==> config.mk <==
export PLATFORM = sky130hd
export DESIGN_NAME = div_unit
export DESIGN_NICKNAME = d
export VERILOG_FILES = /design/src/rtl/div_unit.sv
export SDC_FILE = /design/constraint.sdc
export NUM_CORES = 1
export LEC_CHECK = 0
export CORE_MARGIN = 10
export CORE_UTILIZATION = 35
export DETAILED_ROUTE_END_ITERATION = 8
export PLACE_DENSITY = 0.5
export SLEW_MARGIN = 10
export SYNTH_ARGS = -nofsm -noshare
export SYNTH_HDL_FRONTEND = slang
export SYNTH_SLANG_ARGS = --single-unit
==> constraint.sdc <==
create_clock -name clk_i -period 7.2 [get_ports clk_i]
set_input_delay 1.44 -clock clk_i [delete_from_list [all_inputs] [get_ports clk_i]]
set_output_delay 1.44 -clock clk_i [all_outputs]
set_load 0.02 [all_outputs]
==> src/rtl/div_unit.sv <==
// Iterative RV32M divide/remainder unit: restoring shift-subtract, one quotient bit per cycle.
// Divide-by-zero and signed overflow take a short path that bypasses the iterations.
module div_unit #(
  parameter int XLEN = 32
) (
  input  logic            clk_i,
  input  logic            rst_ni,
  input  logic            start_i,
  input  logic [2:0]      func3_i,
  input  logic [XLEN-1:0] dividend_i,
  input  logic [XLEN-1:0] divisor_i,
  input  logic            flush_i,
  output logic            busy_o,
  output logic            done_o,
  output logic [XLEN-1:0] result_o
);
  typedef enum logic [1:0] {S_IDLE, S_CALC, S_DONE} state_e;

  localparam logic [XLEN-1:0] ONE     = XLEN'(1);
  localparam logic [XLEN-1:0] INT_MIN = {1'b1, {(XLEN-1){1'b0}}};
  localparam logic [5:0]      LAST    = 6'(XLEN-1);

  state_e          state_q;
  logic [XLEN:0]   rem_q;
  logic [XLEN-1:0] quo_q, dvs_q, result_q;
  logic [5:0]      cnt_q;
  logic            fast_q, is_rem_q, qneg_q, rneg_q, busy_q, done_q;

  logic            op_signed, op_rem, a_neg, b_neg, div0, ovf, ge;
  logic [XLEN-1:0] a_mag, b_mag, quo_d, fin_q, fin_r, res_d;
  logic [XLEN:0]   rem_sh, rem_d;

  // Codes without bit 2 set fall back to DIVU.
  assign op_signed = func3_i[2] & ~func3_i[0];
  assign op_rem    = func3_i[2] &  func3_i[1];
  assign a_neg     = op_signed & dividend_i[XLEN-1];
  assign b_neg     = op_signed & divisor_i[XLEN-1];
  assign a_mag     = a_neg ? (~dividend_i + ONE) : dividend_i;
  assign b_mag     = b_neg ? (~divisor_i + ONE) : divisor_i;
  assign div0      = (divisor_i == '0);
  assign ovf       = op_signed & (dividend_i == INT_MIN) & (divisor_i == '1);

  always_comb begin
    rem_sh = {rem_q[XLEN-1:0], quo_q[XLEN-1]};
    ge     = (rem_sh >= {1'b0, dvs_q});
    rem_d  = ge ? (rem_sh - {1'b0, dvs_q}) : rem_sh;
    quo_d  = {quo_q[XLEN-2:0], ge};
    // Short-path results are preloaded into quo/rem with the negate flags cleared.
    fin_q  = fast_q ? quo_q : quo_d;
    fin_r  = fast_q ? rem_q[XLEN-1:0] : rem_d[XLEN-1:0];
    if (is_rem_q) res_d = rneg_q ? (~fin_r + ONE) : fin_r;
    else          res_d = qneg_q ? (~fin_q + ONE) : fin_q;
  end

  always_ff @(posedge clk_i) begin
    if (!rst_ni) begin
      state_q  <= S_IDLE;
      rem_q    <= '0;
      quo_q    <= '0;
      dvs_q    <= '0;
      cnt_q    <= '0;
      fast_q   <= 1'b0;
      is_rem_q <= 1'b0;
      qneg_q   <= 1'b0;
      rneg_q   <= 1'b0;
      busy_q   <= 1'b0;
      done_q   <= 1'b0;
      result_q <= '0;
    end else begin
      done_q <= 1'b0;
      if (flush_i) begin
        state_q <= S_IDLE;
        busy_q  <= 1'b0;
      end else begin
        case (state_q)
          S_IDLE: if (start_i) begin
            state_q  <= S_CALC;
            is_rem_q <= op_rem;
            cnt_q    <= '0;
            if (div0) begin
              fast_q <= 1'b1;
              quo_q  <= '1;
              rem_q  <= {1'b0, dividend_i};
              qneg_q <= 1'b0;
              rneg_q <= 1'b0;
              busy_q <= 1'b0;
            end else if (ovf) begin
              fast_q <= 1'b1;
              quo_q  <= INT_MIN;
              rem_q  <= '0;
              qneg_q <= 1'b0;
              rneg_q <= 1'b0;
              busy_q <= 1'b0;
            end else begin
              fast_q <= 1'b0;
              quo_q  <= a_mag;
              dvs_q  <= b_mag;
              rem_q  <= '0;
              qneg_q <= a_neg ^ b_neg;
              rneg_q <= a_neg;
              busy_q <= 1'b1;
            end
          end
          // The short path still spends one (non-busy) cycle here so both paths load RESULT alike.
          S_CALC: begin
            if (!fast_q) begin
              rem_q <= rem_d;
              quo_q <= quo_d;
              cnt_q <= cnt_q + 6'd1;
            end
            if (fast_q || cnt_q == LAST) begin
              state_q  <= S_DONE;
              result_q <= res_d;
              done_q   <= 1'b1;
              busy_q   <= 1'b0;
            end
          end
          S_DONE:  state_q <= S_IDLE;
          default: state_q <= S_IDLE;
        endcase
      end
    end
  end

  assign busy_o   = busy_q;
  assign done_o   = done_q;
  assign result_o = result_q;
endmodule
==> run_results.csv, run 1 <==
group,metric,value,unit
global_routing,grt_max_degree,65,
yosys,ys_seq_elements,142,
worst_setup_path,cp_common_cell,"or3_1",
detailed_routing,routed.top_layer,"met4",
clock_tree,postCtsResizedCells,0,
global_routing,grt_pass1_vias,12373,
worst_setup_path,start_kind,"register",
worst_setup_path,crit_path_end,"result_o[30]",
finish,final_cell_count_no_fill,2211,
detailed_routing,dr.pass1.iters,7,
die,die_w,207,µm
die,pin_count,105,
detailed_routing,drc_errors,0,
power_and_ir_drop,ir_drop,0.000167,V
worst_setup_path,cp_cell_sequence,"ha_1 > nand4_4 > or3_1 > or3_4 > a31oi_4 > or3_1 > o311ai_0 > a21o_1 > nor4b_4 > or4b_1 > o41ai_1 > xor2_1 > a21oi_1",
placement,hpwl,37.9,mm
global_routing,overflow,0,
placement,postPlaceCellArea,13600,µm²
clock_tree,cts_buffers,17,
yosys,netlist.area_leader.share,23.2,%
yosys,netlist.top_cell.by_area,"dfxtp_1",
yosys,synth-warning-count,0,
clock_tree,cts_setup_buffers,0,
yosys,ys_types,82,
power_and_ir_drop,p_sw,1.28,mW
finish,final_net_count,1853,
power_and_ir_drop,seqPwrFrac,28.3,%
timing,layout_min_cycle_time,5.53,ns
timing,setup_viol,0,
detailed_routing,routed_wl,50.2,mm
detailed_routing,dr_wl_met2,22.5,mm
detailed_routing,wl_per_cell,22.7,µm
power_and_ir_drop,p_leak,5.11,nW
timing,hold_viol_final,0,
finish,fin_area,14200,µm²
die,num_rows,68,
yosys,synth.most_common_cell,"nor2_1",
timing,slew_headroom,22.9,%
global_routing,antenna_found_initial,0,
worst_setup_path,timing.rr.start,"rem_q[23]",
worst_setup_path,crit_cells,13,
timing,finalSetupTns,0,ns
timing,grt_setup_unrepaired,"no",
clock_tree,cts-root-buf,"clkbuf_16",
worst_setup_path,worstPathRequired,7.54,ns
worst_hold_path,hold_class,"reg2reg",
finish,drive_gt1_share,5.98,%
clock_tree,cts_max_path_buffers,2,
outcome,status,"complete, no violations",
timing,min_period_over_period,76.9,%
power_and_ir_drop,combPwrFrac,40.4,%
flow_run,maxCapViolations,0,
yosys,syn-num-nets,1821,
die,dieArea,42800,µm²
finish,syn_to_final_growth,16.4,%
clock_tree,path_clk_slew,0.07,ns
worst_setup_path,reg2reg_depth,13,
placement,dp.cells,2179,
worst_setup_path,endpoint_kind,"register",
power_and_ir_drop,switching_share,40.9,%
power_and_ir_drop,p_int,1.85,mW
worst_setup_path,r2r_slack,1.67,ns
yosys,synth-edff-count,0,
worst_setup_path,slowest_stage,"or3_1",
yosys,ys_seq_area_share,23.2,%
yosys,synth_commonest_cells,"184 x nor2_1, 156 x a21oi_1, 153 x nand2_1, 142 x dfxtp_1, 136 x o21ai_0",
die,start_util,35.4,%
worst_setup_path,cp_top_family,"simple AND/OR/NAND/NOR gates",
clock_tree,hold_buffers,0,
yosys,synth_area_per_cell,7.15,µm²
clock_tree,htree_levels,4,
placement,io_buffers,104,
detailed_routing,postRouteAntennaNets,0,
placement,gp_congestion,0.931,
die,coreArea,34500,µm²
global_routing,grt_use_total,23.0,%
timing,fmax,181,MHz
clock_tree,clk_latency,0.46,ns
worst_setup_path,worstPathArrival,5.87,ns
worst_setup_path,worst-path-max-fanout,24,
power_and_ir_drop,clockPowerShare,31.3,%
worst_setup_path,crit_buf_inv,0,
clock_tree,cts.sinks,142,
yosys,synthCells,1711,
timing,slew_viol_final,0,
detailed_routing,route.met3.wl,2.72,mm
die,dieHeight,207,µm
yosys,ys_dominant_reg_cell,"dfxtp_1",
timing,worst_pin_slew,1.13,ns
detailed_routing,dr.first_iter.drc_count,1081,
finish,antenna_cells,0,
detailed_routing,vias,12994,
yosys,synth_area,12200,µm²
worst_setup_path,crit_start,"rem_q[23]",
timing,skew,0.0148,ns
power_and_ir_drop,pwr_density_cell,220,nW/µm²
clock_tree,cts_tree,"done",
detailed_routing,wl_met1,23.1,mm
worst_setup_path,crit_path_max_incr_delay,0.77,ns
detailed_routing,via_per_inst,5.88,
global_routing,grt_pass1_wl,75.6,mm
yosys,netlist_top_cells_area,"dfxtp_1 23%, a21oi_1 6.4%, nor2_1 5.6%",
yosys,synthArstFlopShare,0,%
worst_setup_path,r2r-end,"result_o[30]",
worst_setup_path,critical_path_class,"reg2reg",
cell families (layout without fill, tap and decap cells):
kind of cell	Yosys count	in the layout	synth area share (%)
AOI/OAI and AO/OA	569	569	30.0
xor gates and xnor gates	128	128	9.16
adders and majority gates	39	39	4.05
buffers and inverters	190	235	6.12
DFF	142	142	23.2
muxes	50	50	4.21
and+or+nand+nor	593	593	23.3
placed cells by master, fill, tap and decap left out, types with 6 or more instances in the layout:
master	instances
a2111oi_0	6
a211oi_1	62
a21o_1	11
a21oi_1	155
a221oi_1	30
a22oi_1	8
a31oi_1	24
and2_1	12
and3_1	9
buf_4	29
clkbuf_16	18
clkdlybuf4s50_1	103
dfxtp_1	141
ha_1	38
inv_1	66
mux2_2	12
mux2i_1	38
nand2_1	153
nand2b_1	17
nand3_1	27
nand4_1	27
nor2_1	182
nor2b_1	15
nor3_1	76
nor4_1	19
o211ai_1	23
o21a_1	8
o21ai_0	135
o221ai_1	8
o31ai_1	26
o41ai_1	9
or3_1	21
xnor2_1	76
xor2_1	52
tightest hold or removal path, delay by kind of cell (launching register included):
kind               cells  cell delay [ns]
DFF                    1             0.31
and+or+nand+nor        1             0.05
AOI/OAI and AO/OA      1             0.05
power groups by stage:
stage / Combinational, mW / Sequential, mW / Clock (mW)
floorplan: 0.877 / 0.876 / 0
global placement: 1.24 / 0.902 / 0
detailed placement: 1.24 / 0.903 / 0
CTS: 1.24 / 0.885 / 1.00
global route: 1.38 / 0.893 / 1.03
finish: 1.27 / 0.887 / 0.982
final cells by class:
type                       instances  area (µm²)
multi-input combinational       1379        8680
clock buffer                      18         450
timing repair buffer             133        1250
clock inverter                    14         179
tap                              455         569
sequential                       142        2850
fill                            3595       20300
inverter                          70         263
metrics by stage:
stage | utilization (%) | power [mW] | setup WS (ns) | hold WS, ns
6_report | 41.2 | 3.13 | 1.67 | 0.456
5_1_grt | 41.2 | 3.29 | 1.31 | 0.480
4_1_cts | 41.2 | 3.13 | 1.74 | 0.461
3_5_place_dp | 39.4 | 2.14 | 1.78 | 0.451
3_3_place_gp | 39.4 | 2.14 | 1.85 | 0.450
2_1_floorplan | - | 1.75 | 1.98 | 0.449
state kept, by name, summed over array words and instances, names as in the netlist:
| name | count |
|---|---|
| fast_q | 1 |
| rneg_q | 1 |
| result_o | 32 |
| done_o | 1 |
| dvs_q | 32 |
| is_rem_q | 1 |
| qneg_q | 1 |
| cnt_q | 6 |
| state_q | 2 |
| rem_q | 32 |
| busy_o | 1 |
| quo_q | 32 |
metal layers:
metal	vias to the layer above	global-route usage (%)
met5	-	0
met4	0	10.2
met3	82	2.68
met2	458	36.2
met1	6090	30.9
li1	6364	-
worst min path at each step:
stage / start / to / slack [ns] / cells after the start
finish: result_o[1] / result_o[1] / 0.46 / 2
global route: result_o[1] / result_o[1] / 0.48 / 2
CTS: result_o[1] / result_o[1] / 0.46 / 2
detailed placement: result_o[1] / result_o[1] / 0.45 / 2
global placement: result_o[1] / result_o[1] / 0.45 / 2
floorplan: cnt_q[1] / cnt_q[1] / 0.45 / 2
Power figures use the tool's default switching activity.
==> run 2, diff against run 1 <==
--- a/config.mk
+++ b/config.mk
@@ -8,7 +8,7 @@
 export CORE_MARGIN = 10
 export CORE_UTILIZATION = 35
 export DETAILED_ROUTE_END_ITERATION = 8
-export PLACE_DENSITY = 0.5
+export PLACE_DENSITY = 0.52
 export SLEW_MARGIN = 10
 export SYNTH_ARGS = -nofsm -noshare
 export SYNTH_HDL_FRONTEND = slang
==> constraint.sdc (replaced) <==
create_clock -name clk_i -period 4.45 [get_ports clk_i]
set_input_delay 0.89 -clock clk_i [delete_from_list [all_inputs] [get_ports clk_i]]
set_output_delay 0.89 -clock clk_i [all_outputs]
set_load 0.02 [all_outputs]
==> run 2 against run 1 <==
Compared with the run above: total power is 80% higher; sequential share of layout area shrank 2.4 points; final cell count rose by 10%; maximum frequency rose by 26%; die area unchanged; first-iteration DRC count up 36%; clock skew down 0.00063 ns; register-to-register slack got worse by 1.6 ns; sequential power grew 60%; setup slack worse by 1.6 ns; core utilization is 5.9 points higher; via count is 10% higher; critical endpoint is now result_o[31]; largest cell class unchanged.
==> run_results.csv, run 2 (same netlist as run 1, synthesis figures left out) <==
group,metric,value,unit
detailed_routing,via_per_inst,5.89,
worst_setup_path,start_kind,"register",
clock_tree,cts.sinks,142,
worst_setup_path,r2r_slack,0.06,ns
clock_tree,path_clk_slew,0.07,ns
die,num_rows,68,
die,dieArea,42800,µm²
worst_setup_path,worstPathRequired,4.84,ns
clock_tree,clk_latency,0.46,ns
placement,gp_congestion,0.957,
finish,mostFrequentLayoutCell,"buf_4",
worst_setup_path,r2r-end,"result_o[31]",
power_and_ir_drop,pwr_density_cell,346,nW/µm²
global_routing,grt_use_total,25.3,%
clock_tree,cts-root-buf,"clkbuf_16",
finish,antenna_cells,0,
worst_setup_path,crit_cells,17,
global_routing,overflow,0,
worst_setup_path,critical_path_class,"reg2reg",
placement,io_buffers,104,
timing,grt_setup_unrepaired,"yes",
die,dieHeight,207,µm
timing,hold_viol_final,0,
detailed_routing,vias,14331,
finish,final_net_count,2074,
detailed_routing,dr.pass1.iters,5,
finish,fin_util,47.1,%
clock_tree,cts_max_path_buffers,2,
timing,slew_viol_final,0,
flow_run,maxCapViolations,0,
finish,drive_gt1_share,20.1,%
clock_tree,hold_buffers,0,
die,die_w,207,µm
outcome,status,"complete, no violations",
timing,fmax,228,MHz
die,start_util,35.4,%
timing,skew,0.0142,ns
clock_tree,htree_levels,4,
die,pin_count,105,
worst_setup_path,worst-path-max-fanout,5,
finish,syn_to_final_growth,33.1,%
worst_setup_path,reg2reg_depth,17,
timing,slew_headroom,33.6,%
timing,layout_min_cycle_time,4.39,ns
detailed_routing,dr.first_iter.drc_count,1471,
worst_setup_path,crit_path_end,"result_o[31]",
power_and_ir_drop,p_leak,6.22,nW
global_routing,grt_pass1_wl,82.3,mm
global_routing,antenna_found_initial,0,
clock_tree,cts_tree,"done",
worst_setup_path,crit_buf_inv,4,
global_routing,grt_pass1_vias,13230,
placement,hpwl,43.3,mm
detailed_routing,routed_wl,55.5,mm
clock_tree,cts_buffers,17,
worst_setup_path,cp_top_family,"simple AND/OR/NAND/NOR gates",
worst_setup_path,crit_path_max_incr_delay,0.50,ns
worst_setup_path,worstPathArrival,4.78,ns
detailed_routing,postRouteAntennaNets,0,
worst_setup_path,timing.rr.start,"dvs_q[18]",
detailed_routing,drc_errors,0,
finish,final_cell_mix,"243 x buf_4, 182 x nor2_1, 151 x nand2_1",
worst_setup_path,endpoint_kind,"register",
worst_setup_path,cp_cell_sequence,"inv_1 > ha_4 > nand2_1 > or3_4 > or3_4 > a31oi_4 > buf_6 > nor3_4 > buf_6 > a311o_1 > a21o_1 > nor4b_4 > buf_4 > nand3_4 > or4_4 > or3_1 > a31oi_1",
timing,worst_pin_slew,0.995,ns
worst_setup_path,crit_start,"dvs_q[18]",
power_and_ir_drop,total_power,5.64,mW
placement,dp.cells,2375,
worst_hold_path,hold_class,"reg2reg",
finish,final_cell_count_no_fill,2432,
timing,min_period_over_period,98.7,%
power_and_ir_drop,ir_drop,0.000328,V
die,coreArea,34500,µm²
timing,setup_viol,0,
worst_setup_path,slowest_stage,"or4_4",
detailed_routing,wl_per_cell,22.8,µm
global_routing,grt_max_degree,46,
[run 2: cell types whose count changed in the layout (fill, tap and decap cells not counted), moves of 3 or more]
cell,delta
inv_1,-9
ha_4,+13
o21ai_2,+4
inv_2,+9
buf_4,+214
nor4_1,-3
o21ai_0,-6
ha_1,-15
a21oi_2,+6
dfxtp_2,+11
a21oi_1,-7
dfxtp_1,-12
[run 2: area by class of cell]
class                           instances  area [µm²]
Fill cell                            3608       18300
Multi-Input combinational cell       1379        9080
Timing Repair Buffer                  354        2950
Sequential cell                       142        2860
Tap cell                              455         569
Clock buffer                           18         429
Inverter                               70         263
Clock inverter                         14         130
[run 2: worst min-delay path, stage by stage, from the launching register on]
cell     delay [ns]
dfxtp_1        0.31
nand2_1        0.05
a21oi_1        0.05
[run 2: layer usage]
metal  track usage, %  part of all wire, %  vias to the layer above
met1             36.5                   47                     6829
met5                0                    0                        -
met4             9.44                  3.4                        0
met3             3.81                  8.2                       84
li1                 -                    -                     6791
met2             36.9                   42                      627
[run 2: power by group]
part	switching (mW)	leakage, nW	internal [mW]
registers	0.0782	1.17	1.34
logic	1.58	4.78	1.21
clock network	0.651	0.274	0.778
total	2.31	6.22	3.32
[run 2: how the worst min path moves through the flow]
stage	startpoint	slack, ns	cells after the start	end
CTS	result_o[1]	0.46	2	result_o[1]
floorplan	cnt_q[1]	0.45	2	cnt_q[1]
detailed placement	result_o[1]	0.45	2	result_o[1]
global route	result_o[1]	0.49	2	result_o[1]
finish	result_o[1]	0.45	2	result_o[1]
global placement	result_o[1]	0.45	2	result_o[1]
[run 2: timing repair]
item                       in CTS  in global routing
cloned                          0                  1
resized for setup              20                 64
setup endpoints to repair      13                 18
pin swaps                       7                 29
hold endpoints to repair        0                  0
setup buffers                   3                 21
[run 2: stage by stage]
step | area [µm²] | setup slack [ns] | TNS [ns] | hold slack [ns]
finish | 16300 | 0.0598 | 0 | 0.454
global route | 16300 | -0.0715 | -0.149 | 0.489
CTS | 15900 | 0.00603 | 0 | 0.458
detailed placement | 15200 | -0.289 | -1.55 | 0.449
global placement | 15100 | -0.356 | -1.68 | 0.449
floorplan | 12300 | -0.0110 | -0.0164 | 0.449
